--- config.mk ---
export PLATFORM = sky130hd
export DESIGN_NAME = alu_arbiter
export DESIGN_NICKNAME = d
export VERILOG_FILES = /design/src/rtl/sigma_pkg.sv /design/src/rtl/alu_arbiter_alu.sv /design/src/rtl/alu_arbiter.sv
export SDC_FILE = /design/constraint.sdc
export NUM_CORES = 1
export LEC_CHECK = 0
export CAP_MARGIN = 15
export CORE_ASPECT_RATIO = 1.25
export CORE_MARGIN = 2
export CORE_UTILIZATION = 43
export CTS_CLUSTER_SIZE = 12
export DETAILED_ROUTE_END_ITERATION = 10
export PLACE_DENSITY = 0.66
export SYNTH_ARGS = -nofsm -noshare
export SYNTH_HDL_FRONTEND = slang
export SYNTH_SLANG_ARGS = --single-unit
--- constraint.sdc ---
create_clock -name clk -period 3.19 [get_ports clk]
set_input_delay 0.638 -clock clk [delete_from_list [all_inputs] [get_ports clk]]
set_output_delay 0.638 -clock clk [all_outputs]
set_load 0.005 [all_outputs]
--- src/rtl/sigma_pkg.sv ---
// sigma_pkg: shared ALU op encodings, arbiter state and flag types
package sigma_pkg;
    localparam int ALU_ARB_NPORTS = 2;
    typedef enum logic [3:0] {
        ALU_ADD  = 4'h0,
        ALU_SUB  = 4'h1,
        ALU_AND  = 4'h2,
        ALU_OR   = 4'h3,
        ALU_XOR  = 4'h4,
        ALU_SLL  = 4'h5,
        ALU_SRL  = 4'h6,
        ALU_SRA  = 4'h7,
        ALU_SLT  = 4'h8,
        ALU_SLTU = 4'h9
    } alu_op_e;
    typedef enum logic {
        IDLE = 1'b0,
        EXEC = 1'b1
    } arb_state_e;
    typedef struct packed {
        logic zero;
        logic negative;
        logic overflow;
        logic carry;
    } alu_flags_t;
endpackage

--- src/rtl/alu_arbiter_alu.sv ---
// alu: combinational 32-bit ALU with {zero, negative, overflow, carry} flags
// Ports: a, b operands; op in sigma_pkg encoding; result; flags.
// Unknown op codes give result 0 with only the zero flag set.
module alu
    import sigma_pkg::*;
(
    input  logic [31:0] a,
    input  logic [31:0] b,
    input  logic [3:0]  op,
    output logic [31:0] result,
    output alu_flags_t  flags
);
    logic [32:0] sum;
    logic [32:0] diff;
    logic        carry;
    logic        ovf;
    always_comb begin
        sum    = {1'b0, a} + {1'b0, b};
        // carry out of a + ~b + 1: set when no borrow occurs
        diff   = {1'b0, a} + {1'b0, ~b} + 33'd1;
        result = '0;
        carry  = 1'b0;
        ovf    = 1'b0;
        case (op)
            ALU_ADD: begin
                result = sum[31:0];
                carry  = sum[32];
                ovf    = (a[31] == b[31]) && (sum[31] != a[31]);
            end
            ALU_SUB: begin
                result = diff[31:0];
                carry  = diff[32];
                ovf    = (a[31] != b[31]) && (diff[31] != a[31]);
            end
            ALU_AND:  result = a & b;
            ALU_OR:   result = a | b;
            ALU_XOR:  result = a ^ b;
            ALU_SLL:  result = a << b[4:0];
            ALU_SRL:  result = a >> b[4:0];
            ALU_SRA:  result = $unsigned($signed(a) >>> b[4:0]);
            ALU_SLT:  result = {31'b0, $signed(a) < $signed(b)};
            ALU_SLTU: result = {31'b0, a < b};
            default:  result = '0;
        endcase
        flags = '{zero: ~|result, negative: result[31], overflow: ovf, carry: carry};
    end
endmodule

--- src/rtl/alu_arbiter.sv ---
// alu_arbiter: two-port round-robin arbiter sharing one ALU, with per-port result slots
// Ports: clk, rst (sync, active-high); reqN_valid/ready, reqN_op1/op2/alu_op request side;
// rspN_valid/ready, rspN_result, rspN_flags response side for N = 0, 1.
// Macro ALU_ARB_FLAGS_EN: when defined, flags are captured per slot; otherwise rspN_flags is 0.
module alu_arbiter
    import sigma_pkg::*;
(
    input  logic        clk,
    input  logic        rst,
    input  logic        req0_valid,
    input  logic        req1_valid,
    output logic        req0_ready,
    output logic        req1_ready,
    input  logic [31:0] req0_op1,
    input  logic [31:0] req1_op1,
    input  logic [31:0] req0_op2,
    input  logic [31:0] req1_op2,
    input  logic [3:0]  req0_alu_op,
    input  logic [3:0]  req1_alu_op,
    output logic        rsp0_valid,
    output logic        rsp1_valid,
    input  logic        rsp0_ready,
    input  logic        rsp1_ready,
    output logic [31:0] rsp0_result,
    output logic [31:0] rsp1_result,
    output logic [3:0]  rsp0_flags,
    output logic [3:0]  rsp1_flags
);
    arb_state_e  state_q, state_d;
    logic        last_grant_q, last_grant_d;
    logic        port_q, port_d;
    logic [31:0] op1_q, op1_d;
    logic [31:0] op2_q, op2_d;
    logic [3:0]  op_q, op_d;
    logic [ALU_ARB_NPORTS-1:0] rsp_valid_q, rsp_valid_d;
    logic [31:0] rsp_result_q [ALU_ARB_NPORTS];
    logic [31:0] rsp_result_d [ALU_ARB_NPORTS];
    logic [ALU_ARB_NPORTS-1:0] rsp_ready;
    logic [ALU_ARB_NPORTS-1:0] elig;
    logic        gnt;
    logic        accept;
    logic [31:0] alu_result;
    alu_flags_t  alu_flags;
`ifdef ALU_ARB_FLAGS_EN
    alu_flags_t  rsp_flags_q [ALU_ARB_NPORTS];
    alu_flags_t  rsp_flags_d [ALU_ARB_NPORTS];
`else
    logic        unused_flags;
    assign unused_flags = ^alu_flags;
`endif

    alu u_alu (
        .a      (op1_q),
        .b      (op2_q),
        .op     (op_q),
        .result (alu_result),
        .flags  (alu_flags)
    );

    assign rsp_ready = {rsp1_ready, rsp0_ready};

    always_comb begin
        // a full slot removes its port from arbitration without blocking the other
        elig         = {req1_valid & ~rsp_valid_q[1], req0_valid & ~rsp_valid_q[0]};
        gnt          = &elig ? ~last_grant_q : elig[1];
        accept       = (state_q == IDLE) && !rst && |elig;
        req0_ready   = accept & ~gnt;
        req1_ready   = accept & gnt;
        state_d      = state_q;
        last_grant_d = last_grant_q;
        port_d       = port_q;
        op1_d        = op1_q;
        op2_d        = op2_q;
        op_d         = op_q;
        rsp_valid_d  = rsp_valid_q & ~rsp_ready;
        rsp_result_d = rsp_result_q;
`ifdef ALU_ARB_FLAGS_EN
        rsp_flags_d  = rsp_flags_q;
`endif
        if (accept) begin
            state_d      = EXEC;
            last_grant_d = gnt;
            port_d       = gnt;
            op1_d        = gnt ? req1_op1 : req0_op1;
            op2_d        = gnt ? req1_op2 : req0_op2;
            op_d         = gnt ? req1_alu_op : req0_alu_op;
        end
        // the granted slot was empty at acceptance, so this never collides with a drain
        if (state_q == EXEC) begin
            state_d              = IDLE;
            rsp_valid_d[port_q]  = 1'b1;
            rsp_result_d[port_q] = alu_result;
`ifdef ALU_ARB_FLAGS_EN
            rsp_flags_d[port_q]  = alu_flags;
`endif
        end
    end

    always_ff @(posedge clk) begin
        if (rst) begin
            state_q      <= IDLE;
            last_grant_q <= 1'b1;
            port_q       <= 1'b0;
            op1_q        <= '0;
            op2_q        <= '0;
            op_q         <= '0;
            rsp_valid_q  <= '0;
            rsp_result_q <= '{default: '0};
`ifdef ALU_ARB_FLAGS_EN
            rsp_flags_q  <= '{default: '0};
`endif
        end else begin
            state_q      <= state_d;
            last_grant_q <= last_grant_d;
            port_q       <= port_d;
            op1_q        <= op1_d;
            op2_q        <= op2_d;
            op_q         <= op_d;
            rsp_valid_q  <= rsp_valid_d;
            rsp_result_q <= rsp_result_d;
`ifdef ALU_ARB_FLAGS_EN
            rsp_flags_q  <= rsp_flags_d;
`endif
        end
    end

    assign rsp0_valid  = rsp_valid_q[0];
    assign rsp1_valid  = rsp_valid_q[1];
    assign rsp0_result = rsp_result_q[0];
    assign rsp1_result = rsp_result_q[1];
`ifdef ALU_ARB_FLAGS_EN
    assign rsp0_flags  = rsp_flags_q[0];
    assign rsp1_flags  = rsp_flags_q[1];
`else
    assign rsp0_flags  = 4'b0000;
    assign rsp1_flags  = 4'b0000;
`endif
endmodule

# Word level (Yosys, flattened, before mapping)
# Index checks and enable logic that the tools add are counted.
# totals
ff_bits	137
inputBits	142
out_inout_bits	76
elab_cells	68
# op_classes
n_addsub	3
magnitude_cmp	6
eq_ne	9
shift	3
muxes	12
bitwise_logic	17
n_reduce_logical	9
# ops
op	count
one-hot mux 32 bit (10 select lines)	1
two-way mux 32 bit	3
adder 32 bit	2
bitwise mux 64 bit	1
less-than comparator 32 bit	2
adder 32 x 1 -> 32 bit, second input constant	1
bitwise AND 32 bit	1
demux 32 bit (select 1 bit)	1
NOT 32 bit	1
bitwise OR 32 bit	1
left shift 32 x 5 -> 32 bit	1
>> shifter 32 x 5 -> 32 bit	1
>>> shifter 32 x 5 -> 32 bit	1
XOR 32 bit	1
== test 4 x 3 -> 1 bit, second input constant	4
== test 4 x 2 -> 1 bit, second input constant	2
== test 4 bit, second input constant	2
NOT 1 bit	5
bitwise AND 1 bit	4
== test 4 x 1 -> 1 bit, second input constant	1
logical AND 1 bit	4
logical NOT 4 bit	1
two-way mux 4 bit	1
OR reduction 2 bit	2
other kinds (13)	15

# Depth between registers and ports, before layout
# depth
word_depth	6
ltp_mapped	15
depth_no_buf	13

# Cells and area by module
# Synthesis repeated with hierarchy kept, for this count alone.
# unflattened
cells_unflattened	2069
hier_area_um2	15274.6
# by_module_without_submodules
module	instances	cells_per_inst	area_per_inst_um2	seq_area_each_um2
alu	1	1368	9604.2	0.0
alu_arbiter	1	701	5670.4	2742.6

# Worst setup path after synthesis
# No wires, ideal clock.
# synth_path
path_kind	reg-to-reg
start	reg op2_q[2]
end	reg rsp_result_q (netlist bit rsp0_result[26])
setup_ps	137
arrival_ps	3283
required_time_ps	3053
setup_slack_ps	-230
path_stages_with_launch	16
n_path_buf	4
path_cell_list	dfxtp_1 -> buf_2 -> buf_2 -> inv_2 -> buf_2 -> buf_2 -> ha_1 -> a21oi_1 -> o221ai_1 -> or3_1 -> a21oi_1 -> o21a_1 -> nand2_1 -> a221o_1 -> a21oi_1 -> a211oi_1
# synth_via
elab_chain_len	5
# synth_lines
element	line	source
start, declared	alu_arbiter.sv:33	logic [31:0] op2_q, op2_d;
start signal, assigned	alu_arbiter.sv:117	op2_q <= op2_d;
NOT 32 bit	alu_arbiter_alu.sv:20	diff = {1'b0, a} + {1'b0, ~b} + 33'd1;
adder 32 bit	alu_arbiter_alu.sv:20	
adder 32 x 1 -> 32 bit	alu_arbiter_alu.sv:20	
one-hot mux 32 bit (10 select lines) *	alu_arbiter_alu.sv:24	case (op)
bitwise mux 64 bit *	alu_arbiter.sv:92	rsp_result_d[port_q] = alu_result;
end signal, assigned	alu_arbiter.sv:120	rsp_result_q <= rsp_result_d;
end, declared	alu_arbiter.sv:36	logic [31:0] rsp_result_q [ALU_ARB_NPORTS];
# Every way passes the cells marked *; elsewhere a longest branch is shown, timed or not.
# A chain may end at the register's enable or synchronous reset.

# Worst setup path in the final report
# layout_path
start	reg op1_q[0]
end	reg rsp_result_q (netlist bit rsp0_result[24])
# layout_via
elab_chain_len	4
# layout_lines
element	line	source
start, declared	alu_arbiter.sv:32	logic [31:0] op1_q, op1_d;
start signal, assigned	alu_arbiter.sv:116	op1_q <= op1_d;
adder 32 bit	alu_arbiter_alu.sv:20	
adder 32 x 1 -> 32 bit	alu_arbiter_alu.sv:20	
one-hot mux 32 bit (10 select lines) *	alu_arbiter_alu.sv:24	
bitwise mux 64 bit *	alu_arbiter.sv:92	
# Marks and branches as above.

==> key figures <==
Route
  – Avg WL per Cell: 24.0 um
  – Remaining antenna violation count after routing: 0
  – Vias post-DR: 16300
  – Drt total wl: about 64000 um
  – Via-per-instance ratio: 6.12
  – DRT iter0 DRCs: 1465
  – Residual DRC: 0
  – Drt pass-1 iters: 6

Worst hold path
  – Worst hold path class: in2reg

Place
  – Routability cong.: 1.02
  – Placed inst area: 0.0186 sq mm
  – Placed wire-length estimate: 49500 um
  – PortBufs: around 210
  – Cells after DPL: approximately 2600

Floorplanning
  – Die Y-Extent: 213 um
  – Initial Utilization: 0.436
  – Die area: 0.0364 sq mm
  – Row count: 76
  – Core Region: 0.0344 sq mm
  – # IOs: 218
  – Horiz. Die Dim: 171 um

Critical path
  – Crit-path leading delay family: compound AO/OA/AOI/OAI gates
  – Worst path cell trace: inv_2 -> ha_4 -> inv_2 -> fa_2 -> nor2b_4 -> o211ai_1 -> a211oi_4 -> o21ai_4 -> a211oi_4 -> nor4_4 -> buf_4 -> a2bb2oi_2 -> mux2i_1 -> a21oi_1
  – Crit path max-delay cell type: o211ai_1
  – Worst-path fanout max: 3
  – Largest stage delay on the critical path: ~0.48 ns
  – Crit path arrival time: 3.59 ns
  – Req. time, crit path: 3.50 ns
  – Crit. End Element: flop
  – Buf+Inv Stages, Crit Path: 3
  – Startpoint Class: flop
  – Kind of critical path: reg2reg

Final layout
  – Layout area overhead: 31.9%
  – Area occupied by multi-input gates: 0.0114 sq mm
  – Fill cell count: 3352
  – FF/Latch Area: 0.00276 sq mm
  – Fin cells: around 2700
  – Net count, final: 2419
  – Final instance area: 0.0198 sq mm
  – Share of cells above drive strength 1: 0.208

Yosys
  – Post-synth ARST share: 0
  – Distinct cells, synth: 110
  – Post-synthesis sequential area ratio: 0.183
  – Synth Flop Type: dfxtp_1
  – Post-Syn Area: 0.0150 sq mm
  – YS warnings: 0
  – Gate Count Post-Synth: 1897
  – Mean Syn Cell Area: 7.91 sq um
  – Post-synthesis sequential element count: 137
  – EDFF count, synth: 0

Pwr
  – Worst IR Drop VDD: 0.292 mV
  – Leakage: 0.00803 uW
  – Tot Pwr: 9620 uW
  – Cell Pwr Density: approximately 490 mW/mm^2

Timing
  – Max-slew violations: 0
  – Final setup viols: 6
  – Final worst path period share: 1.03
  – Hold Fails Final Rpt: 0
  – PnR worst setup slack: -0.0950 ns
  – Layout Skew: 0.0164 ns
  – Relative slew slack: 0.390
  – Slew @ Worst Pin: approximately 0.9 ns
  – Tmin final: 3.28 ns
  – RSZ-0062 raised after global routing: yes
  – Fmax: approximately 300 MHz
  – TNS Setup: -0.315 ns
  – Hold slack: 0.408 ns

Clocking
  – Clock buffer depth: 2
  – Worst-Skew Late Latency: 0.47 ns
  – Clock sink count: 137
  – CTS Buf Count: 17
  – # H-tree levels: 4
  – Clock Pin Slew Worst Setup and Hold Paths: 0.07 ns
  – CTS Hold Bufs: 0
  – CTS tree: built
  – Root Driver: clkbuf_16

Global route
  – Global Route Usage Sum: 0.346
  – Number of global-route vias before repair: 15400
  – First-pass GRT wire length: 94400 um
  – Initial antenna violation count: 1
  – GRT overflow: 0
  – Largest net degree at the start of global routing: about 140

Run status
  – Outcome: complete, but fails checks
  – Failing checks: setup timing

Job
  – Max-cap violations: 0
sequential cells by signal, summed over array words and instances, names as in the netlist:
signal,cells
last_grant_q,1
op1_q,32
op_q,4
port_q,1
rsp0_result,32
state_q,1
rsp_valid_q,2
rsp1_result,32
op2_q,32
synthesized netlist by cell type, types with 41 or more instances:
cell type	n	area (sq um)
nor3_1	41	205
a21oi_1	134	671
a211oi_1	146	1100
ha_1	97	1210
o21ai_0	77	385
dfxtp_1	137	2740
inv_1	95	357
nor2_1	289	1080
clkbuf_1	98	368
mux2i_1	120	1200
mux4_2	47	1060
nand2_1	129	484
through the flow:
step,setup slack (ns),util
final,-0.0950,0.575
after global placement,-0.414,0.541
after CTS,0.00780,0.562
after detailed placement,-0.357,0.541
after global routing,-0.230,0.575
after floorplan,0.0190,-
timing repair:
item                       CTS  global route
setup endpoints to repair   18            47
pin swaps                    6            34
buffers inserted             1            13
gates cloned                 0             3
gates resized for setup     15            70
per-layer routing:
metal  vias up  global-route usage  wire, um
met5         -                   0         0
met4         0               0.118      2170
met3       122              0.0484      4520
met2       732               0.571     30200
met1      7891               0.462     26900
li1       7529                   -         -
path summary, 6_finish.rpt:
path                                startpoint         endpoint  slack, ns  depth (start not counted)
worst max register to register        op1_q[0]  rsp0_result[24]      -0.09                         14
worst min register to register  rsp_valid_q[1]   rsp_valid_q[1]       0.49                          2
worst max-delay path                  op1_q[0]  rsp0_result[24]      -0.09                         14
worst min-delay path                       rst           port_q       0.41                          2
cell usage in the layout (no fill, tap or decap), types with 11 or more instances in the layout:
cell               n
a211oi_1         141
a21o_1            18
a21oi_1          125
a221o_1           12
buf_12            12
buf_4            211
clkbuf_16         20
clkdlybuf4s50_1  208
dfxtp_1          127
ha_1              86
inv_1             93
mux2_2            16
mux2i_1          120
mux4_1            11
mux4_2            49
nand2_1          129
nand2b_1          13
nand3_1           26
nor2_1           287
nor3_1            37
o211ai_1          21
o21ai_0           73
o21ai_1           13
o22ai_1           11
or3_1             12
xnor2_1           14
cell type report:
cell class	instances	share of cell area
Clock buffer	18	0.0222
Clock inverter	14	0.0111
Inverter	103	0.0195
Antenna cell	1	0.000126
Sequential cell	137	0.140
Timing Repair Buffer	439	0.205
Multi-Input combinational cell	1480	0.573
Tap cell	468	0.0296
worst reg2reg max path: stages (launching register included):
cell	delay, ns
dfxtp_2	0.33
inv_2	0.07
ha_4	0.13
inv_2	0.04
fa_2	0.36
nor2b_4	0.14
o211ai_1	0.48
a211oi_4	0.17
o21ai_4	0.27
a211oi_4	0.11
nor4_4	0.35
buf_4	0.19
a2bb2oi_2	0.20
mux2i_1	0.22
a21oi_1	0.08
power by group:
group	switching, uW	internal, uW
registers	155	1880
logic	3040	2250
clock network	889	1410
total	4080	5540
cells by family after synthesis:
| family | count (synthesis) | share of synthesized area |
|---|---|---|
| mux | 198 | 0.188 |
| xor+xnor | 15 | 0.00875 |
| flops | 137 | 0.183 |
| simple gates | 590 | 0.181 |
| other cells | 1 | 0.000250 |
| buf+inv | 287 | 0.0880 |
| compound gates | 570 | 0.268 |
| fa+ha+maj | 99 | 0.0835 |
No activity file was read; power rests on OpenSTA's default activity.
